<file path="src/rtl/ucircuit2_pkg.sv">
// Shared constants for the ucircuit2 adder / recover datapath pair.
package ucircuit2_pkg;
   localparam int DATAWIDTH = 32;
   localparam int BWIDTH    = 16;
   localparam int AWIDTH    = 8;
   localparam int CNTWIDTH  = 16;
   localparam logic [AWIDTH-1:0] A_MAX = {AWIDTH{1'b1}};
endpackage

</file>
<file path="src/rtl/ucircuit2_recover_pipe_stage.sv">
// Data+valid pipeline register with load enable and async active-low reset.
module pipe_stage #(
   parameter int W = 8
) (
   input  logic         i_clk,
   input  logic         i_rst_n,
   input  logic         i_load,
   input  logic         i_valid,
   input  logic [W-1:0] i_data,
   output logic         o_valid,
   output logic [W-1:0] o_data
);

   // Capture valid and data together; hold both when not loading.
   always_ff @(posedge i_clk or negedge i_rst_n) begin
      if (!i_rst_n) begin
         o_valid <= 1'b0;
         o_data  <= '0;
      end else if (i_load) begin
         o_valid <= i_valid;
         o_data  <= i_data;
      end
   end

endmodule

</file>
<file path="src/rtl/ucircuit2_recover.sv">
// Recovers the 8-bit operand a = c - b from the adder sum, clamping and
// flagging values that cannot be a legal a, and counting delivered flags.
// Two-stage valid/ready pipeline: SUB stage, then COMP/clamp stage.
module ucircuit2_recover
   import ucircuit2_pkg::*;
#(
   parameter int DATAWIDTH = ucircuit2_pkg::DATAWIDTH,
   parameter int BWIDTH    = ucircuit2_pkg::BWIDTH,
   parameter int AWIDTH    = ucircuit2_pkg::AWIDTH,
   parameter int CNTWIDTH  = ucircuit2_pkg::CNTWIDTH
) (
   input  logic                 Clk,
   input  logic                 Rst,
   input  logic [DATAWIDTH-1:0] c,
   input  logic [BWIDTH-1:0]    b,
   input  logic                 in_valid,
   output logic                 in_ready,
   output logic [AWIDTH-1:0]    a,
   output logic                 ovf,
   output logic                 out_valid,
   input  logic                 out_ready,
   input  logic                 clr,
   output logic [CNTWIDTH-1:0]  err_cnt
);

   // Largest legal a, widened to the difference width for the range compare.
   localparam logic [DATAWIDTH-1:0] L_A_MAX =
      {{(DATAWIDTH-AWIDTH){1'b0}}, {AWIDTH{1'b1}}};

   logic [DATAWIDTH-1:0] w_b_ext;
   logic [DATAWIDTH-1:0] w_d;
   logic                 w_brw;
   logic                 w_v1;
   logic                 w_v2;
   logic                 w_ld1;
   logic                 w_ld2;
   logic [DATAWIDTH-1:0] w_s1_d;
   logic                 w_s1_brw;
   logic [AWIDTH-1:0]    w_a;
   logic                 w_ovf;
   logic [CNTWIDTH-1:0]  r_err_cnt;

   // Stage 2 frees up when empty or drained; stage 1 when empty or moving on.
   assign w_ld2     = !w_v2 || out_ready;
   assign w_ld1     = !w_v1 || w_ld2;
   assign in_ready  = !w_v1 || !w_v2 || out_ready;
   assign out_valid = w_v2;
   assign err_cnt   = r_err_cnt;

   // SUB: modular difference plus unsigned borrow.
   assign w_b_ext = {{(DATAWIDTH-BWIDTH){1'b0}}, b};
   assign w_d     = c - w_b_ext;
   assign w_brw   = (c < w_b_ext);

   pipe_stage #(.W(DATAWIDTH + 1)) u_stage1 (
      .i_clk   (Clk),
      .i_rst_n (Rst),
      .i_load  (w_ld1),
      .i_valid (in_valid),
      .i_data  ({w_brw, w_d}),
      .o_valid (w_v1),
      .o_data  ({w_s1_brw, w_s1_d})
   );

   // COMP/clamp: borrow pins a to 0, oversize pins a to its maximum.
   always_comb begin
      w_a   = w_s1_d[AWIDTH-1:0];
      w_ovf = 1'b0;
      if (w_s1_brw) begin
         w_a   = '0;
         w_ovf = 1'b1;
      end else if (w_s1_d > L_A_MAX) begin
         w_a   = {AWIDTH{1'b1}};
         w_ovf = 1'b1;
      end
   end

   pipe_stage #(.W(AWIDTH + 1)) u_stage2 (
      .i_clk   (Clk),
      .i_rst_n (Rst),
      .i_load  (w_ld2),
      .i_valid (w_v1),
      .i_data  ({w_ovf, w_a}),
      .o_valid (w_v2),
      .o_data  ({ovf, a})
   );

   // Count delivered out-of-range results, saturating; clear wins.
   always_ff @(posedge Clk or negedge Rst) begin
      if (!Rst) begin
         r_err_cnt <= '0;
      end else if (clr) begin
         r_err_cnt <= '0;
      end else if (w_v2 && out_ready && ovf && (r_err_cnt != {CNTWIDTH{1'b1}})) begin
         r_err_cnt <= r_err_cnt + 1'b1;
      end
   end

endmodule
</file>
<file path="config.mk">
export PLATFORM = sky130hd
export DESIGN_NAME = ucircuit2_recover
export DESIGN_NICKNAME = d
export VERILOG_FILES = /design/src/rtl/ucircuit2_pkg.sv /design/src/rtl/ucircuit2_recover_pipe_stage.sv /design/src/rtl/ucircuit2_recover.sv
export SDC_FILE = /design/constraint.sdc
export NUM_CORES = 1
export LEC_CHECK = 0
export CORE_MARGIN = 3
export CORE_UTILIZATION = 30
export CTS_CLUSTER_DIAMETER = 50
export DETAILED_ROUTE_END_ITERATION = 16
export RECOVER_POWER = 50
export REMOVE_ABC_BUFFERS = 1
export SETUP_SLACK_MARGIN = 0.4
export SLEW_MARGIN = 20
export SYNTH_ARGS = -nofsm -noshare
export SYNTH_HDL_FRONTEND = slang
export SYNTH_SLANG_ARGS = --single-unit
</file>
<file path="constraint.sdc">
create_clock -name Clk -period 1.94 [get_ports Clk]
set_input_delay 0.388 -clock Clk [delete_from_list [all_inputs] [get_ports Clk]]
set_output_delay 0.388 -clock Clk [all_outputs]
set_load 0.02 [all_outputs]
</file>
==> summary.txt <==
Outcome
  – Failing checks: capacitance limit, setup timing
  – Status: complete, but fails checks

Power
  – Combinational Power Share: 26.1%
  – Peak supply drop: 500 uV
  – Pwr Density: 648 nW/um2
  – P_leak: 2.92 nW
  – Total power: 4.51 mW
  – Int Pwr: 3.31 mW
  – Reg power frac: 32.6%
  – Switching Share: 26.6%
  – Power share of the clock group: 41.3%
  – Sw power: 1.20 mW

Job
  – Max cap viols: 1

Setup path
  – R2R Setup Slk: 0.15 ns
  – Crit path max fanout: 7
  – Crit path DAT: 2.36 ns
  – Crit path launch type: input port
  – CP Launch Point: c[0]
  – R2R Path Start: err_cnt[3]
  – Worst R2R End: err_cnt[13]
  – Kind of critical path: in2reg
  – R2R cell count: 7
  – CP required: 2.14 ns
  – Worst setup EP type: flip-flop

Floorplanning
  – Die area: 13900 um2
  – Die Ht: 118 um
  – Die Wd: 118 um
  – I/O pin count: 80
  – Starting Density: 31.0%
  – # rows: 40
  – Core Box Area: 12100 um2

Synthesis
  – Post-Syn Area: 3750 um2
  – Ys Warns: 0
  – Syn Inst Count: 421
  – Register bit count reported by yosys: 60
  – Ys async rst share: 100%
  – Seq/Total Area, Yosys: 40.0%
  – Post-synth EDFFs: 0
  – Main flop type after synthesis: dfrtp_1
  – Post-synth cell types: 59
  – Avg Inst Size Synth: 8.91 um2

Layout
  – Fillers: 1043
  – Final instance area: 6960 um2
  – Antenna diode count: 0
  – Layout area overhead: 85.5%
  – Fin cells: 808
  – Final core utilization: 57.5%
  – Layout cells sized above 1: 52.3%
  – Total Nets Final: 706

Worst hold path
  – Critical hold path startpoint: b[0]
  – Hold worst-path end: u_stage1.o_data[0]
  – Hold crit path type: in2reg
  – Min-Delay Path Depth: 3

Drt
  – DR pass1 iterations: 4
  – Number of remaining DRC errors: 0
  – DR iter-0 viols: 193
  – Wire per inst: 15.5 um
  – Routed WL: 12500 um
  – Vias: 3936
  – Vias/cell: 4.87
  – Routed Antenna Nets: 0

Timing
  – Setup Viol. Count Final: 15
  – Setup TNS: -1.75 ns
  – Min cycle time layout: 2.16 ns
  – Worst slew pin tran: 1.48 ns
  – Worst hold slack: 0.340 ns
  – Slew HR: 1.00%
  – RSZ-0062 raised after global routing: true
  – Peak Freq: 464 MHz
  – Setup WS post-layout: -0.216 ns
  – Final Hold Vio Count: 0
  – Worst clock skew: 0.00714 ns
  – Final period utilization: 111%
  – Final slew viol count: 0

Clock network
  – CTS HTree Levels: 3
  – CTS Buffer Depth: 2
  – Hold-fix buffers, CTS: 0
  – CTS tree: yes
  – CTS clk-pin slew, worst paths: 0.05 ns
  – Clk_lat worst skew: 0.32 ns
  – Num CTS Buffers: 9
  – Clock sinks: 60
  – CTS root buf: clkbuf_16

Global routing
  – Total congestion overflow: 0
  – First-pass GRT wire length: 19000 um
  – Initial antenna violation count: 0
  – Largest net degree at the start of global routing: 61
  – GRT Total Usage: 16.6%
  – Number of global-route vias before repair: 3932

Placed design
  – Placed insts: 737
  – Port bufs: 79
  – Post-DP HPWL: 7540 um
  – GPL Wtd Cong: 0.876
  – Setup Slack @ Placement: -1.05 ns
  – Post-DP Area: 5340 um2
[layer usage]
metal | share of wire, % | up-vias | GRT usage [%]
met5 | 0 | - | 0
met4 | 1.4 | 0 | 3.88
met3 | 3.5 | 16 | 2.69
met2 | 53 | 99 | 29.6
met1 | 42 | 1907 | 21.2
li1 | - | 1914 | -
[kinds of logic after synthesis]
kind of cell | Yosys count | synth area share, %
multiplexers | 2 | 0.534
XOR/XNOR | 38 | 8.87
AO/OA/AOI/OAI | 96 | 16.7
adder cells (fa/ha/maj) | 18 | 6.20
AND/OR/NAND/NOR | 172 | 24.1
buffers and inverters | 35 | 3.54
flip-flops | 60 | 40.0
[state kept, by name (all words and copies together), names as in the netlist]
name / count
u_stage1.o_data: 33
u_stage1.o_valid: 1
u_stage2.o_data: 9
err_cnt: 16
u_stage2.o_valid: 1
[power by group through the flow]
stage	registers [mW]	logic, mW	clock network (mW)
final	1.47	1.18	1.86
after CTS	1.46	1.02	1.89
after floorplan	1.46	0.399	0
after global placement	1.47	0.829	0
after global routing	1.48	1.27	1.94
after detailed placement	1.47	0.840	0
[synth_stat cells (3+ instances only)]
| cell type | instances | share of area (%) |
|---|---|---|
| a21boi_0 | 3 | 0.60 |
| a21o_1 | 7 | 1.4 |
| a21oi_1 | 33 | 4.4 |
| a31oi_1 | 6 | 1.0 |
| and2_1 | 5 | 0.83 |
| and3_1 | 3 | 0.50 |
| clkbuf_1 | 11 | 1.1 |
| dfrtp_1 | 60 | 40 |
| ha_1 | 17 | 5.7 |
| inv_1 | 21 | 2.1 |
| nand2_1 | 35 | 3.5 |
| nand2b_1 | 7 | 1.2 |
| nand3_1 | 16 | 2.1 |
| nand4_1 | 4 | 0.67 |
| nor2_1 | 56 | 5.6 |
| nor2b_1 | 3 | 0.50 |
| nor3_1 | 10 | 1.3 |
| nor3_2 | 5 | 1.3 |
| nor4_1 | 9 | 1.5 |
| o21ai_0 | 13 | 1.7 |
| o21ai_1 | 8 | 1.1 |
| o21bai_1 | 8 | 1.6 |
| xnor2_1 | 20 | 4.7 |
| xor2_1 | 18 | 4.2 |
[worst max-delay path by stage]
| stage | endpoint | slack [ns] | cells past startpoint |
|---|---|---|---|
| 3_3_place_gp | u_stage1.o_data[20] | -1.01 | 12 |
| 4_1_cts | u_stage1.o_data[22] | -0.22 | 13 |
| 6_report | u_stage1.o_data[24] | -0.22 | 14 |
| 5_1_grt | u_stage1.o_data[24] | -0.31 | 14 |
| 3_5_place_dp | u_stage1.o_data[20] | -1.05 | 12 |
| 2_1_floorplan | u_stage1.o_data[29] | -1.15 | 6 |
[cell usage in the layout, fill, tap and decap left out, drive strengths merged, types with 3 or more instances in the layout]
cell	Yosys	routed
inv	22	22
nor3	15	15
nand2b	7	7
dlygate4sd2	0	21
xnor2	20	20
nor2	58	58
dfrtp	60	60
nand3	16	17
clkbuf	11	27
nor2b	3	3
nand4	4	4
clkdlybuf4s15	0	6
o21bai	8	8
nor4	11	11
bufinv	0	3
ha	17	17
and2	5	5
buf	2	163
a21boi	3	3
or3	3	3
clkdlybuf4s50	0	9
and3	3	3
nand2	36	36
or4	3	3
a21oi	34	34
a21o	7	7
o21ai	22	22
a31oi	6	6
xor2	18	18
[worst max-delay path, stage by stage]
cell	delay (ns)
buf_6	0.07
inv_4	0.03
ha_4	0.15
fa_2	0.37
nor2b_4	0.15
o2111ai_4	0.12
a211oi_2	0.26
buf_4	0.16
o311a_4	0.18
buf_12	0.14
buf_6	0.10
nor2_4	0.03
xnor2_1	0.14
o21ai_1	0.07
[cell type report]
cell class,count,area (um2),area share [%]
clock buffers,12,256,3.69
clock inverters,4,95.1,1.37
inverters,22,92.6,1.33
multi-input cells,327,3030,43.5
well taps,168,210,3.02
flip-flops and latches,60,1500,21.6
repair buffers,215,1770,25.5
[timing repair]
action	CTS	global route
pin swaps	91	79
setup endpoints to repair	83	58
setup buffers	33	21
gates resized for setup	283	111
cloned	0	1
Power figures use the tool's default switching activity.
